`config.mk`:
```
export PLATFORM = sky130hd
export DESIGN_NAME = tt_uart_core
export DESIGN_NICKNAME = d
export VERILOG_FILES = /design/src/rtl/tt_uart_core.sv
export SDC_FILE = /design/constraint.sdc
export NUM_CORES = 1
export LEC_CHECK = 0
export CAP_MARGIN = 15
export CORE_ASPECT_RATIO = 1.2
export CORE_MARGIN = 2
export CORE_UTILIZATION = 56
export CTS_CLUSTER_SIZE = 20
export DETAILED_ROUTE_END_ITERATION = 8
export MAX_ROUTING_LAYER = met4
export PLACE_DENSITY = 0.8
export SYNTH_ARGS = -nofsm -noshare
export SYNTH_HDL_FRONTEND = slang
export SYNTH_SLANG_ARGS = --single-unit
```
`constraint.sdc`:
```
create_clock -name clk -period 1.8 [get_ports clk]
set_input_delay 0.36 -clock clk [delete_from_list [all_inputs] [get_ports clk]]
set_output_delay 0.36 -clock clk [all_outputs]
set_load 0.005 [all_outputs]
```
`src/rtl/tt_uart_core.sv`:
```
// tt_uart_core: 8N1 UART responder for the console controller.
// Resynchronises tx_clk/rx_clk/rx_in and runs the TX and RX framers.
module tt_uart_core #(
  parameter int OVERSAMPLE  = 16,
  parameter int SYNC_STAGES = 2
) (
  input  logic       clk,
  input  logic       reset,
  input  logic       tx_clk,
  input  logic       tx_req,
  input  logic [7:0] tx_data,
  output logic       tx_ack,
  output logic       tx_empty,
  output logic       tx_out,
  input  logic       rx_clk,
  input  logic       rx_req,
  output logic       rx_ack,
  output logic [7:0] rx_data,
  output logic       rx_empty,
  input  logic       rx_in,
  output logic       rx_frame_err,
  output logic       rx_overrun
);

  localparam int CW  = $clog2(OVERSAMPLE);
  localparam int MSB = SYNC_STAGES - 1;
  localparam logic [CW-1:0] HALF = CW'(OVERSAMPLE / 2 - 1);
  localparam logic [CW-1:0] LAST = CW'(OVERSAMPLE - 1);

  typedef enum logic [1:0] {
    S_IDLE, S_START, S_DATA, S_STOP
  } st_t;

  logic [MSB:0] tx_clk_s, rx_clk_s, rx_in_s;
  logic         tx_clk_d, rx_clk_d;
  logic         tx_tick, rx_tick;
  logic         rxd;

  always_ff @(posedge clk or negedge reset) begin
    if (!reset) begin
      tx_clk_s <= '1;
      rx_clk_s <= '1;
      rx_in_s  <= '1;
      tx_clk_d <= 1'b1;
      rx_clk_d <= 1'b1;
      tx_tick  <= 1'b0;
      rx_tick  <= 1'b0;
    end else begin
      tx_clk_s <= {tx_clk_s[MSB-1:0], tx_clk};
      rx_clk_s <= {rx_clk_s[MSB-1:0], rx_clk};
      rx_in_s  <= {rx_in_s[MSB-1:0], rx_in};
      tx_clk_d <= tx_clk_s[MSB];
      rx_clk_d <= rx_clk_s[MSB];
      tx_tick  <= tx_clk_s[MSB] & ~tx_clk_d;
      rx_tick  <= rx_clk_s[MSB] & ~rx_clk_d;
    end
  end

  assign rxd = rx_in_s[MSB];

  st_t        tx_state, tx_next;
  logic       hold_full;
  logic [7:0] hold_data;
  logic [7:0] tx_shreg;
  logic [2:0] tx_bits;
  logic       tx_accept, tx_load, tx_shift, tx_out_next;

  assign tx_accept = tx_req & ~hold_full & ~tx_ack;
  assign tx_empty  = (tx_state == S_IDLE) & ~hold_full;

  always_comb begin
    tx_next     = tx_state;
    tx_load     = 1'b0;
    tx_shift    = 1'b0;
    tx_out_next = tx_out;
    if (tx_tick) begin
      unique case (tx_state)
        S_IDLE: if (hold_full) begin
          tx_load     = 1'b1;
          tx_out_next = 1'b0;
          tx_next     = S_START;
        end
        S_START: begin
          tx_shift    = 1'b1;
          tx_out_next = tx_shreg[0];
          tx_next     = S_DATA;
        end
        S_DATA: if (tx_bits == 3'd7) begin
          tx_out_next = 1'b1;
          tx_next     = S_STOP;
        end else begin
          tx_shift    = 1'b1;
          tx_out_next = tx_shreg[0];
        end
        // back-to-back: next start bit begins at the tick ending this stop bit
        S_STOP: if (hold_full) begin
          tx_load     = 1'b1;
          tx_out_next = 1'b0;
          tx_next     = S_START;
        end else begin
          tx_next     = S_IDLE;
        end
      endcase
    end
  end

  always_ff @(posedge clk or negedge reset) begin
    if (!reset) tx_state <= S_IDLE;
    else        tx_state <= tx_next;
  end

  always_ff @(posedge clk or negedge reset) begin
    if (!reset) begin
      tx_out    <= 1'b1;
      tx_ack    <= 1'b0;
      hold_full <= 1'b0;
      hold_data <= 8'h00;
      tx_shreg  <= 8'h00;
      tx_bits   <= 3'd0;
    end else begin
      tx_out <= tx_out_next;
      if (tx_accept) begin
        hold_data <= tx_data;
        hold_full <= 1'b1;
      end else if (tx_load) begin
        hold_full <= 1'b0;
      end
      if (tx_accept)   tx_ack <= 1'b1;
      else if (!tx_req) tx_ack <= 1'b0;
      if (tx_load) begin
        tx_shreg <= hold_data;
        tx_bits  <= 3'd0;
      end else if (tx_shift) begin
        tx_shreg <= {1'b0, tx_shreg[7:1]};
        if (tx_state == S_DATA) tx_bits <= tx_bits + 3'd1;
      end
    end
  end

  st_t          rx_state, rx_next;
  logic [CW-1:0] rx_cnt, rx_cnt_next;
  logic [2:0]   rx_bits, rx_bits_next;
  logic [7:0]   rx_shreg;
  logic         rx_sample, stop_ok, stop_bad, rx_accept;

  assign rx_accept = rx_req & ~rx_ack;

  always_comb begin
    rx_next      = rx_state;
    rx_cnt_next  = rx_cnt;
    rx_bits_next = rx_bits;
    rx_sample    = 1'b0;
    stop_ok      = 1'b0;
    stop_bad     = 1'b0;
    if (rx_tick) begin
      unique case (rx_state)
        S_IDLE: if (!rxd) begin
          rx_next     = S_START;
          rx_cnt_next = '0;
        end
        S_START: if (rx_cnt == HALF) begin
          rx_cnt_next  = '0;
          rx_bits_next = 3'd0;
          rx_next      = rxd ? S_IDLE : S_DATA;
        end else begin
          rx_cnt_next = rx_cnt + CW'(1);
        end
        S_DATA: if (rx_cnt == LAST) begin
          rx_sample   = 1'b1;
          rx_cnt_next = '0;
          if (rx_bits == 3'd7) rx_next = S_STOP;
          else rx_bits_next = rx_bits + 3'd1;
        end else begin
          rx_cnt_next = rx_cnt + CW'(1);
        end
        S_STOP: if (rx_cnt == LAST) begin
          stop_ok  = rxd;
          stop_bad = ~rxd;
          rx_next  = S_IDLE;
        end else begin
          rx_cnt_next = rx_cnt + CW'(1);
        end
      endcase
    end
  end

  always_ff @(posedge clk or negedge reset) begin
    if (!reset) rx_state <= S_IDLE;
    else        rx_state <= rx_next;
  end

  always_ff @(posedge clk or negedge reset) begin
    if (!reset) begin
      rx_cnt       <= '0;
      rx_bits      <= 3'd0;
      rx_shreg     <= 8'h00;
      rx_data      <= 8'h00;
      rx_empty     <= 1'b1;
      rx_ack       <= 1'b0;
      rx_frame_err <= 1'b0;
      rx_overrun   <= 1'b0;
    end else begin
      rx_cnt       <= rx_cnt_next;
      rx_bits      <= rx_bits_next;
      rx_frame_err <= stop_bad;
      if (rx_sample) rx_shreg <= {rxd, rx_shreg[7:1]};
      if (rx_accept)    rx_ack <= 1'b1;
      else if (!rx_req) rx_ack <= 1'b0;
      // a frame landing with the handshake keeps the new byte
      if (stop_ok) begin
        rx_data  <= rx_shreg;
        rx_empty <= 1'b0;
      end else if (rx_accept) begin
        rx_empty <= 1'b1;
      end
      if (stop_ok && !rx_empty && !rx_accept) rx_overrun <= 1'b1;
      else if (rx_accept)                     rx_overrun <= 1'b0;
    end
  end

endmodule

```
==> reports/results.ini, run 1 <==
[synth]
synth_top_family_by_area=multiplexers
yosys.area_share.xor_xnor_pct=0
yosysWarnings=0
synthSimpleGateAreaFrac_pct=9.74
ys_types=48
ys_ff_latch=63
synthTopCellsByArea=dfrtp_1 47%, dfstp_2 9.3%, mux2_2 7.2%, ha_1 4.9%, mux2_4 4.2%
postSynthCellCount=215
synth_compound_area_share_pct=11.2
synth_top_area_share_pct=46.9
synth_commonest_cells=53 x dfrtp_1, 18 x mux2_2, 14 x inv_1, 13 x a21oi_1, 13 x nor2_1
yosys.area.top_type=dfrtp_1
ys_async_sr_fraction_pct=100
synth-edff-count=0
netlist_area_sq_um=2830
yosys.area_share.adder_pct=4.87
synth_fp_nets=241
synthMostInstantiatedCell=dfrtp_1
syn_area_per_cell_sq_um=13.1
synth_mux_area_share_pct=15.0
ys_seq_area_share_pct=56.2
synth_flop_cell=dfrtp_1

[timing]
report.final.slew_viol_count=0
setup_ws_ns=0.0457
slew_headroom_pct=65.2
period_share_pct=97.5
setup_tns_ns=0
min_period_ns=1.75
worst_slew_pin_slew_ns=0.522
hold_viol_final=0
rsz0062_at_grt=no
setup_viol=0
skew_ns=0.00684
max_freq_mhz=570

[worst_setup_path]
max_stage_delay_ns=0.55
crit_fanout=3
crit_arrival_ns=1.39
crit_required_ns=1.44
slowest_stage=dfstp_2
worst-path-buf-inv=1
cp-end-kind=output pin
r2r-end=tx_shreg[2]
crit_path_cell_trace=clkdlybuf4s50_1
r2r_start=tx_state[1]
cp_top_family=flip-flops
rrSetupSlack_ns=0.13
r2r_cells=6
startpoint_type=register
path_class=reg2out

[min_path]
min_path_type=reg2reg
holdPathEnd=tx_clk_s[1]
whs_path_depth=0
min_from=tx_clk_s[0]

[grt]
antenna_found_initial=0
grt_pass1_vias=1870
grt_first_pass_wirelength_um=8530
grt_overflow=0
grt_max_degree=25
track_usage_pct=21.7

[layout]
fin_util_pct=72.5
antenna_cells=0
layout.nets=289
drive_above_1_share_pct=31.0
stdcell_count=328
areaGrowthSynthToFinish_pct=25.8

[die]
coreArea_sq_um=4900
num_rows=28
io_pins=30
dieWidth_um=68.9
chipHeight_um=81.8
fp.dieArea_sq_um=5630
initial_core_util_pct=57.6

[clocking]
cts_sinks=63
cts-buffers-inserted=9
clk_latency_ns=0.34
cts.clk_slew.worst_paths_ns=0.07
clockBufferDepth=2
cts_tree=yes
h-tree-depth=3
cts_root_buf=clkbuf_8

[route]
vias_per_cell=5.52
vias=1812
routedWlPerCell_um=15.6
dr.pass1.iters=4
drt_iter0_markers=63
drc_errors=0
wl_um=5110
ant_nets=0

[place]
place.gp.congestion=0.833
portBuffers=29
dp_hpwl_um=3650
preCtsSetupSlack_ns=0.0867
dp_cells=309

[pwr]
peakVddDrop_mv=0.812
powerDensity_nw_per_um2=1370
p_leak_nw=1.58

[outcome]
status=finished, final reports clean

[job]
drv_cap=0

layout make-up:
class,instances,area [sq um]
clock buffers,9,124
clock inverters,7,120
fillers,307,1350
inverters,14,52.6
multi-input cells,132,1160
flip-flops and latches,63,1590
well taps,60,75.1
repair buffers,43,429
power breakdown:
group          internal [mW]  leakage [nW]  switching, mW
Combinational          0.694         0.685          0.654
Clock                  0.923         0.120          0.557
Sequential              1.76         0.779          0.281
Total                   3.37          1.58           1.49
sequential cells by signal, summed over array words and instances (netlist names), named ones only:
name / cells
hold_data: 8
hold_full: 1
rx_ack: 1
rx_bits: 3
rx_clk_d: 1
rx_clk_s: 2
rx_cnt: 4
rx_data: 8
rx_empty: 1
rx_frame_err: 1
rx_in_s: 2
rx_overrun: 1
rx_shreg: 8
rx_state: 1
rx_tick: 1
tx_ack: 1
tx_bits: 3
tx_clk_d: 1
tx_clk_s: 2
tx_out: 1
tx_shreg: 8
tx_state: 2
tx_tick: 1
how the worst max path moves through the flow:
stage,start,end,slack (ns),depth (start not counted)
after floorplan,tx_state[0],tx_bits[0],0.12,6
after global placement,tx_req,hold_data[7],0.15,4
after detailed placement,tx_req,hold_data[7],0.09,4
after CTS,rx_empty,rx_empty,0.01,1
after global routing,rx_empty,rx_empty,0.002,1
final,rx_empty,rx_empty,0.05,1
layer usage:
layer	GRT usage (%)	routed length, um	share of wire, %	vias up
li1	-	-	-	855
met1	23.9	2150	42	920
met2	36.4	2690	53	31
met3	7.12	207	4.1	6
met4	8.04	64	1.3	0
met5	-	0	0	-
placed cells by master (no fill, tap or decap), types with 2 or more instances in the layout:
cell | Yosys | final
o21a_1 | 4 | 4
buf_12 | 0 | 3
dfrtp_1 | 53 | 53
bufinv_16 | 0 | 3
clkdlybuf4s50_1 | 0 | 27
a21oi_1 | 13 | 13
o2111ai_1 | 2 | 2
nand2b_1 | 3 | 3
o21ai_0 | 5 | 5
dfstp_2 | 10 | 10
mux2_2 | 18 | 18
nand4_1 | 2 | 2
mux2_4 | 8 | 8
inv_1 | 14 | 13
ha_1 | 11 | 10
nor2_1 | 13 | 13
nor2b_1 | 5 | 4
buf_4 | 1 | 10
nand2_1 | 6 | 6
mux2i_1 | 10 | 10
clkbuf_8 | 0 | 9
o2bb2ai_1 | 2 | 2
o21ai_1 | 2 | 2
nand3b_1 | 2 | 2
per-stage QoR:
step / hold WS, ns / total power, mW / instance area [sq um]
finish: 0.357 / 4.87 / 3550
global route: 0.363 / 5.17 / 3550
CTS: 0.359 / 4.90 / 3550
detailed placement: 0.348 / 3.34 / 3280
global placement: 0.346 / 3.25 / 3280
floorplan: 0.0644 / 2.87 / 2830
repair_timing:
| action | 4_1_cts | 5_1_grt |
|---|---|---|
| endpoints found under the hold margin | 13 | 0 |
| resized for setup | 3 | 3 |
| hold buffers | 1 | 0 |
| buffers inserted | 2 | 0 |
| endpoints found under the setup margin | 1 | 2 |
kinds of logic after synthesis:
kind of cell,count (synthesis)
and+or+nand+nor,43
buffers and inverters,20
DFF,63
adders and majority gates,11
AOI/OAI and AO/OA,42
muxes,36
Power figures use the tool's default switching activity.
==> inputs of run 2 (changes only) <==
--- a/config.mk
+++ b/config.mk
@@ -8,11 +8,12 @@
 export CAP_MARGIN = 15
 export CORE_ASPECT_RATIO = 1.2
 export CORE_MARGIN = 2
-export CORE_UTILIZATION = 56
+export CORE_UTILIZATION = 50
 export CTS_CLUSTER_SIZE = 20
 export DETAILED_ROUTE_END_ITERATION = 8
 export MAX_ROUTING_LAYER = met4
-export PLACE_DENSITY = 0.8
+export PLACE_DENSITY = 0.76
+export SETUP_SLACK_MARGIN = 0.5
 export SYNTH_ARGS = -nofsm -noshare
 export SYNTH_HDL_FRONTEND = slang
 export SYNTH_SLANG_ARGS = --single-unit
==> constraint.sdc (replaced) <==
create_clock -name clk -period 1.46 [get_ports clk]
set_input_delay 0.292 -clock clk [delete_from_list [all_inputs] [get_ports clk]]
set_output_delay 0.292 -clock clk [all_outputs]
set_load 0.005 [all_outputs]
==> reports/results.ini, run 2 (synthesis gave the netlist of run 1 again) <==
[grt]
grt_first_pass_wirelength_um=9770
grt_overflow=0
track_usage_pct=21.2
grt_pass1_vias=2112
antenna_found_initial=0
grt_max_degree=64

[clocking]
h-tree-depth=3
cts_tree=yes
clk_latency_ns=0.34
clockBufferDepth=2
cts_sinks=63
cts_root_buf=clkbuf_8
cts-buffers-inserted=9
cts.clk_slew.worst_paths_ns=0.07

[pwr]
p_leak_nw=1.91
peakVddDrop_mv=0.830
powerDensity_nw_per_um2=1600

[place]
place.gp.congestion=0.842
portBuffers=29
preCtsSetupSlack_ns=-0.143
dp_hpwl_um=3480
dp_cells=332

[min_path]
whs_path_depth=0
min_path_type=reg2reg
holdPathEnd=tx_clk_s[1]
min_from=tx_clk_s[0]

[die]
dieWidth_um=72.6
io_pins=30
chipHeight_um=86.4
coreArea_sq_um=5560
num_rows=30
initial_core_util_pct=50.9
fp.dieArea_sq_um=6270

[worst_setup_path]
r2r-end=rx_shreg[1]
crit_required_ns=1.69
startpoint_type=register
crit_arrival_ns=1.80
r2r_cells=5
crit_fanout=6
path_class=reg2reg
cp-end-kind=register
rrSetupSlack_ns=-0.11

[layout]
final_cell_mix=49 x dfrtp_1, 44 x buf_4, 20 x mux2_4
fin_util_pct=75.5
drive_above_1_share_pct=58.2
regArea_sq_um=1590
stdcell_count=380
final_common_cell=dfrtp_1
antenna_cells=0
areaGrowthSynthToFinish_pct=48.4
num-fill-cells=349
layout.nets=337
multi_input_area_sq_um=1490

[route]
vias_per_cell=5.29
drc_errors=0
wl_um=6160
routedWlPerCell_um=16.2
dr.pass1.iters=4
ant_nets=0
vias=2009
drt_iter0_markers=67

[timing]
min_period_ns=1.57
hold_viol_final=0
max_freq_mhz=637
worst_slew_pin_slew_ns=0.326
skew_ns=0.00773
setup_ws_ns=-0.110
period_share_pct=108
setup_viol=30
slew_headroom_pct=78.3
rsz0062_at_grt=yes
report.final.slew_viol_count=0

[outcome]
violations=negative setup slack
status=finished, violations left

[job]
drv_cap=0

==> run 2: cell type report <==
type	instances	share of cell area, %
Clock buffer	9	2.95
Multi-Input combinational cell	133	35.6
Tap cell	64	1.91
Sequential cell	63	38.0
Clock inverter	7	1.73
Inverter	14	1.25
Timing Repair Buffer	90	18.6
==> run 2: worst max-delay path by stage <==
stage | startpoint | to | slack [ns] | cells after the start
floorplan | rx_cnt[1] | rx_data[0] | -0.01 | 4
CTS | tx_bits[0] | tx_bits[0] | -0.05 | 6
global placement | tx_req | hold_data[7] | -0.14 | 4
finish | register | rx_shreg[1] | -0.11 | 5
detailed placement | tx_req | hold_data[4] | -0.14 | 4
global route | register | rx_shreg[7] | -0.18 | 5
==> run 2: critical path, cell delays in order (launching register included) <==
cell and delay [ns]:
dfrtp_2 0.44, nor2b_1 0.28, buf_4 0.18, nand3_4 0.11, buf_12 0.16, mux2_4 0.29
==> run 2: report_power, final <==
part | leakage, nW | total, mW | switching, mW | internal, mW
logic | 1.04 | 2.72 | 1.26 | 1.46
clock network | 0.0956 | 1.49 | 0.702 | 0.789
registers | 0.775 | 2.49 | 0.317 | 2.17
total | 1.91 | 6.70 | 2.28 | 4.43
==> run 2: timing repair <==
| item | CTS | global route |
|---|---|---|
| cloned | 2 | 0 |
| hold buffers | 1 | 0 |
| endpoints found under the hold margin | 53 | 0 |
| pin swaps | 15 | 14 |
| buffers inserted | 14 | 15 |
| resized for setup | 90 | 24 |
| setup endpoints to repair | 66 | 66 |
==> run 2: layer usage <==
metal | vias to the layer above | global-route usage, % | share of wire (%)
met5 | - | - | 0
met2 | 34 | 36.0 | 54
met1 | 998 | 23.8 | 41
met4 | 0 | 11.1 | 2.7
met3 | 16 | 3.49 | 2.5
li1 | 961 | - | -
==> run 2: metrics by stage <==
stage                     area [sq um]  power (mW)  hold WS (ns)  setup TNS (ns)
after floorplan                   2980        3.88      -0.00359          -0.209
after global placement            3560        4.62         0.324           -1.32
after detailed placement          3560        4.71         0.326           -2.20
after CTS                         3960        6.47         0.348          -0.757
after global routing              4200        7.07         0.359           -3.50
final                             4200        6.70         0.357           -1.28
